`config.mk`:
```
export PLATFORM = sky130hd
export DESIGN_NAME = lcd_hd44780_driver
export DESIGN_NICKNAME = d
export VERILOG_FILES = /design/src/rtl/lcd_hd44780_driver.sv
export SDC_FILE = /design/constraint.sdc
export NUM_CORES = 1
export LEC_CHECK = 0
export ABC_AREA = 1
export BUFFER_PORTS_ARGS = -buffer_cell sky130_fd_sc_hd__buf_2
export CAP_MARGIN = 10
export CORE_UTILIZATION = 55
export CTS_CLUSTER_DIAMETER = 120
export CTS_CLUSTER_SIZE = 28
export DETAILED_ROUTE_END_ITERATION = 10
export PLACE_DENSITY = 0.77
export SLEW_MARGIN = 5
export SYNTH_ARGS = -nofsm -noshare
export SYNTH_HDL_FRONTEND = slang
export SYNTH_SLANG_ARGS = --single-unit
```
`constraint.sdc`:
```
create_clock -name s_axi_aclk -period 4.3 [get_ports s_axi_aclk]
set_input_delay 0.43 -clock s_axi_aclk [delete_from_list [all_inputs] [get_ports s_axi_aclk]]
set_output_delay 0.43 -clock s_axi_aclk [all_outputs]
set_load 0.05 [all_outputs]
```
`src/rtl/lcd_hd44780_driver.sv`:
```
// Purpose : drive a 16x2 HD44780 LCD from a 32-nibble digit buffer (power-up, init, then line refreshes).
// Latency : refresh begins the cycle after lcd_data_in differs from the displayed shadow; 34 writes per frame.
// Backpressure: none; input changes during a frame are picked up by an immediate follow-on refresh.
//
// Ports:
//   s_axi_aclk, s_axi_aresetn   clock, synchronous active-low reset
//   lcd_data_in[127:0]          digit buffer, nibble i = lcd_data_in[4*i +: 4]
//   LCD_DATA/RS/RW/EN/ON        LCD pins (write-only bus, RW tied low)
//   busy                        high during power-up, init and refresh
//   frame_done                  one-cycle pulse at the end of each refresh
module lcd_hd44780_driver #(
  parameter int unsigned PWRUP_WAIT_CYC = 750000,
  parameter int unsigned EN_PULSE_CYC   = 25,
  parameter int unsigned CMD_WAIT_CYC   = 2000,
  parameter int unsigned CLR_WAIT_CYC   = 82000
) (
  input  logic         s_axi_aclk,
  input  logic         s_axi_aresetn,
  input  logic [127:0] lcd_data_in,
  output logic [7:0]   LCD_DATA,
  output logic         LCD_RS,
  output logic         LCD_RW,
  output logic         LCD_EN,
  output logic         LCD_ON,
  output logic         busy,
  output logic         frame_done
);

  localparam logic [19:0] PWRUP_LAST = 20'(PWRUP_WAIT_CYC - 1);
  localparam logic [19:0] PULSE_LAST = 20'(EN_PULSE_CYC - 1);
  localparam logic [19:0] CMD_LAST   = 20'(CMD_WAIT_CYC - 1);
  localparam logic [19:0] CLR_LAST   = 20'(CLR_WAIT_CYC - 1);

  typedef enum logic [1:0] {ST_PWRUP, ST_INIT, ST_REFRESH, ST_IDLE} state_t;
  typedef enum logic [1:0] {PH_SETUP, PH_PULSE, PH_WAIT} phase_t;

  state_t         state;
  phase_t         phase;
  logic [19:0]    cnt;
  logic [5:0]     idx;
  logic [127:0]   shadow;
  logic [8:0]     next_wr;   // {rs, data} of the write that follows the current one
  logic [19:0]    wait_last;

  assign LCD_RW = 1'b0;

  function automatic logic [7:0] nib_char(input logic [3:0] d);
    if (d < 4'd10) return 8'h30 + {4'h0, d};
    else           return 8'h41 + {4'h0, d - 4'd10};
  endfunction

  function automatic logic [7:0] init_cmd(input logic [1:0] i);
    case (i)
      2'd0:    return 8'h38;
      2'd1:    return 8'h0C;
      2'd2:    return 8'h01;
      default: return 8'h06;
    endcase
  endfunction

  // Write k of a frame: line-1 address, 16 chars, line-2 address, 16 chars.
  function automatic logic [8:0] refresh_write(input logic [5:0] k, input logic [127:0] digits);
    logic [4:0] n;
    if (k == 6'd0)  return {1'b0, 8'h80};
    if (k == 6'd17) return {1'b0, 8'hC0};
    n = (k < 6'd17) ? 5'(k - 6'd1) : 5'(k - 6'd2);
    return {1'b1, nib_char(digits[{n, 2'b00} +: 4])};
  endfunction

  always_comb begin
    next_wr = {1'b0, 8'h80};
    case (state)
      ST_PWRUP:   next_wr = {1'b0, init_cmd(2'd0)};
      ST_INIT:    next_wr = (idx == 6'd3) ? {1'b0, 8'h80} : {1'b0, init_cmd(2'(idx + 6'd1))};
      ST_REFRESH: next_wr = refresh_write(idx + 6'd1, shadow);
      default:    next_wr = {1'b0, 8'h80};
    endcase
  end

  // Clear-display needs the long settle time; character data never equals 0x01 with RS low.
  assign wait_last = (LCD_DATA == 8'h01 && !LCD_RS) ? CLR_LAST : CMD_LAST;

  always_ff @(posedge s_axi_aclk) begin
    if (!s_axi_aresetn) begin
      state      <= ST_PWRUP;
      phase      <= PH_SETUP;
      cnt        <= '0;
      idx        <= '0;
      shadow     <= '0;
      LCD_DATA   <= 8'h00;
      LCD_RS     <= 1'b0;
      LCD_EN     <= 1'b0;
      LCD_ON     <= 1'b0;
      busy       <= 1'b1;
      frame_done <= 1'b0;
    end else begin
      LCD_ON     <= 1'b1;
      frame_done <= 1'b0;
      case (state)
        ST_PWRUP: begin
          if (cnt == PWRUP_LAST) begin
            cnt                <= '0;
            idx                <= '0;
            phase              <= PH_SETUP;
            state              <= ST_INIT;
            {LCD_RS, LCD_DATA} <= next_wr;
          end else begin
            cnt <= cnt + 20'd1;
          end
        end

        ST_IDLE: begin
          if (lcd_data_in != shadow) begin
            shadow             <= lcd_data_in;
            busy               <= 1'b1;
            state              <= ST_REFRESH;
            idx                <= '0;
            cnt                <= '0;
            phase              <= PH_SETUP;
            {LCD_RS, LCD_DATA} <= next_wr;
          end
        end

        // INIT and REFRESH share the SETUP/PULSE/WAIT write engine; the bus was loaded on entry to SETUP.
        default: begin
          case (phase)
            PH_SETUP: begin
              LCD_EN <= 1'b1;
              cnt    <= '0;
              phase  <= PH_PULSE;
            end
            PH_PULSE: begin
              if (cnt == PULSE_LAST) begin
                LCD_EN <= 1'b0;
                cnt    <= '0;
                phase  <= PH_WAIT;
              end else begin
                cnt <= cnt + 20'd1;
              end
            end
            default: begin
              if (cnt == wait_last) begin
                cnt   <= '0;
                phase <= PH_SETUP;
                if (state == ST_INIT && idx == 6'd3) begin
                  // Init always falls through into a first refresh, whatever the input.
                  state              <= ST_REFRESH;
                  idx                <= '0;
                  shadow             <= lcd_data_in;
                  {LCD_RS, LCD_DATA} <= next_wr;
                end else if (state == ST_REFRESH && idx == 6'd33) begin
                  state      <= ST_IDLE;
                  busy       <= 1'b0;
                  frame_done <= 1'b1;
                end else begin
                  idx                <= idx + 6'd1;
                  {LCD_RS, LCD_DATA} <= next_wr;
                end
              end else begin
                cnt <= cnt + 20'd1;
              end
            end
          endcase
        end
      endcase
    end
  end

endmodule
```
==> impl_summary.md <==
Outcome
The flow ran to the end, and the final reports show no timing, DRC or antenna violations.

Die
The die covers 20400 um^2. The number of placement rows is ~50. The core region is ~20000 um^2.

The top-level I/O count is approximately 140. The die is 143 um tall. For this configuration, the core starts out at a cell density of approximately 56%. In this run the horizontal extent of the chip is 143 um.

Setup path
The critical path goes through ha_1 > xor2_1 > inv_1 > ha_1 > nand2_1 > o21ai_2 > inv_1 > nand3_1 > nand3_1 > nand2_1 > nand2_1 > nand2_2 > ha_1 > inv_1 > nand2_1 > nor3_1 > a22oi_1 > a21oi_2. The required time at the endpoint of the critical path is 4.66 ns. The most repeated library cell on the critical path is nand2_1.

Along the worst path, the maximum fanout reaches 16. The critical path contains buffers and inverters numbering 3 combined. The biggest cell delay along the critical path is 0.56 ns. STA classifies the critical path startpoint as a register. Data on the critical path arrives at its endpoint at 4.12 ns. The slowest stage of the critical path is the dfxtp_1 cell. The worst setup path is captured at a register. The kind of cell with the highest combined delay along the critical path is adder cells.

By startpoint and endpoint, the worst setup path is classified as register to register.

Pwr
Per report_power, the sequential group accounts for 31.5% of the total. The clock network burns between 20% and 30% of the power. For this design the ratio of total power to cell area is 428 nW/um^2. Combinational logic burns 40.0% of the power.

Internal power comes to 3.17 mW. VDD sags by at most roughly 0.37 mV. In this run the power spent charging and discharging nets is between 2 and 2.5 mW.

The post-layout total power is 5.28 mW. The share of total power consumed by net switching is 39.9%. The analysis attributes to cell leakage a power of 5.03 nW.

Timing
In the post-route analysis, the smallest setup slack over all paths is 0.539 ns. The time the final worst path needs with I/O delays and setup is 3.76 ns. The total count of hold-check failures in the final report is 0. Setup repair after global routing left no endpoint under its margin. The number of pins exceeding their max-slew limit in the final report was 0. The max-slew headroom at the worst pin is 18.3%.

Adding up every negative setup slack in the final design gives 0 ns. The final cycle utilization of the critical path is 87.5%. Setup violations remaining at the end of the flow were counted as 0. The highest achievable clock rate is 0.266 GHz. Clock skew on the completed layout was measured at ~0.012 ns. The transition time at the pin with the least slew margin is ~1.2 ns.

Routing
The routed design has 32000 um of wire. The average routed wire per standard cell is 15.6 um. The first routing iteration left ~1.1k violations. For this run, design rule violations remaining after detail routing come to 0. The mean number of vias per cell is between 5 and 6.

The first detailed-routing pass took 6 iterations. The count of nets left with antenna violations once routing finished came out at 0. The total number of vias is roughly 12k.

Finish
Fill cells in the final layout number 1795. Cells with a size suffix above 1 make up 13.6% of the layout. The growth of design area from synthesis to finish is 13.3%.

The sequential cells in the finished layout cover a total of 3420 um^2. The area used by multi-input combinational logic is 6370 um^2. Measured on the finished design, the core utilization comes to 63.4%. The post-layout instance count excluding filler cells is 2046. In the final design database the tool counted 1913 nets.

Yosys
The combined area of all synthesized cells is roughly 11000 um^2. Yosys attributes the largest share of cell area to dfxtp_1 31%, nand2_1 8.1%, nor2_1 7.8%. The synthesized design contains 0 enable-type register cells. For this run, the number of Yosys warnings is 0. Of all flip-flops after synthesis, the portion carrying an async set or reset was 0%. The number of different library cells in the post-synthesis netlist is 50.

The sequential element share of the synthesized area is 31.4%. The cell taking the most area after synthesis is dfxtp_1. The commonest cells after synthesis are 236 x nand2_1, 226 x nor2_1, 196 x inv_1.

Averaged over all synthesized cells, the footprint is 6.57 um^2. Counting every instance in the synthesized netlist gives 1658. The proportion of netlist area held by the largest area contributor is 31.4%. The flip-flop and latch count after synthesis is 171. Among all flip-flop cells after synthesis, the most frequent one is dfxtp_1. The number of nets in the synthesized netlist is 1806. Among all cell types in the netlist, the one instantiated most often is nand2_1.

Global routing
The met3 layer usage reported by global route is 5.40%. The number of global-route vias before repair came to 10.4k. Global routing consumed, on the met1 layer, between 40% and 50% of the routing resources. Global routing used approximately a third of the available tracks.

The number of antenna violations at the first check in global routing came to 3. Global routing used 51.2% of the available met2 tracks. For this run the aggregate overflow at the end of global routing stands at 0.

The layer flagged by global routing as most heavily used is met2. The wire length of the first global-routing pass is 51200 um. The pin count of the biggest net entering global routing is 187.

Clock network
For this design, the sink count on the clock tree is approximately 170. The H-tree was split into 4 levels. Clock tree synthesis inserted a total of 17 buffers. After clock tree synthesis, the repair step resized 0 gates. The clock latency on the worst-skew pair is 0.44 ns. Clock tree synthesis selected as its root buffer the cell clkbuf_16. The quantity of hold-fixing buffers added after cts is 0. In this run the deepest clock path goes through 2 buffers. After clock tree synthesis, the clock-pin slew on the worst setup and hold paths is 0.07 ns. TritonCTS built the clock tree. The number of setup buffers added after CTS is 0.

Place
The final estimated routing congestion in global placement is 0.900. The pre-CTS worst setup slack is 0.596 ns. The total half-perimeter wirelength after legalization and detailed placement is approximately 23000 um. The number of buffer cells added on primary ports is 142. The total placed cells including tap cells is 2011.

Job
The number of maximum-capacitance violations is 0.

Worst hold path
The class of the most critical hold timing path is primary input to register.
==> power by group through the flow <==
stage	logic, mW	registers, mW	clock network [mW]
finish	2.11	1.66	1.50
global placement	2.05	1.70	0
CTS	2.09	1.66	1.52
global route	2.35	1.67	1.58
detailed placement	2.07	1.70	0
floorplan	1.52	1.73	0
==> flip-flops by register name (all words and copies together), names as in the netlist <==
register	flops
shadow	128
cnt	20
LCD_DATA	8
idx	6
phase	2
state	2
LCD_EN	1
LCD_ON	1
LCD_RS	1
busy	1
frame_done	1
==> cells in the final DEF, fill, tap and decap left out, types with 8 or more instances in the layout <==
| cell type | count |
|---|---|
| nand2_1 | 235 |
| nor2_1 | 226 |
| inv_1 | 196 |
| dfxtp_1 | 171 |
| o21ai_0 | 143 |
| nand3_1 | 142 |
| buf_2 | 141 |
| a21oi_1 | 115 |
| nand4_1 | 54 |
| nor4_1 | 37 |
| nor3_1 | 36 |
| xnor2_1 | 35 |
| xor2_1 | 34 |
| o211ai_1 | 26 |
| or2_2 | 22 |
| ha_1 | 18 |
| clkbuf_16 | 17 |
| buf_4 | 17 |
| o21ai_1 | 11 |
| nand2_2 | 10 |
| nand3b_1 | 9 |
| o2111ai_1 | 9 |
| a211oi_1 | 8 |
==> stage by stage <==
stage	hold slack [ns]	cell area, um^2
after floorplan	0.440	10900
after global placement	0.459	11800
after detailed placement	0.462	11800
after CTS	0.118	12300
after global routing	0.113	12300
final	0.123	12300
==> per-layer routing <==
layer / share of wire (%) / vias up
met5: 0 / -
met4: 2.7 / 0
met3: 7.7 / 65
met2: 46 / 463
met1: 44 / 5239
li1: - / 5758
==> cell type report <==
class | instances | area share (%)
multi-input cells | 1215 | 51.6
flip-flops and latches | 171 | 27.8
repair buffers | 161 | 7.24
inverters | 199 | 6.06
clock buffers | 18 | 3.56
well taps | 265 | 2.69
clock inverters | 13 | 0.974
diodes | 4 | 0.0812
==> path summary, 6_finish.rpt <==
path	start	end	slack (ns)	cells after the start
max reg2reg	idx[0]	LCD_DATA[4]	0.54	18
min reg2reg	phase[0]	phase[0]	0.47	2
max	idx[0]	LCD_DATA[4]	0.54	18
min	s_axi_aresetn	LCD_ON	0.12	1
==> kinds of logic (layout without fill, tap and decap cells) <==
kind of cell,count (synthesis),count (layout),synth area share [%]
other cells,1,5,0.0344
xor+xnor,70,70,5.80
compound gates,329,329,16.7
fa+ha+maj,18,18,2.07
simple gates,797,797,33.8
flops,171,171,31.4
buf+inv,272,391,10.1
(Power assumes the default switching activity.)
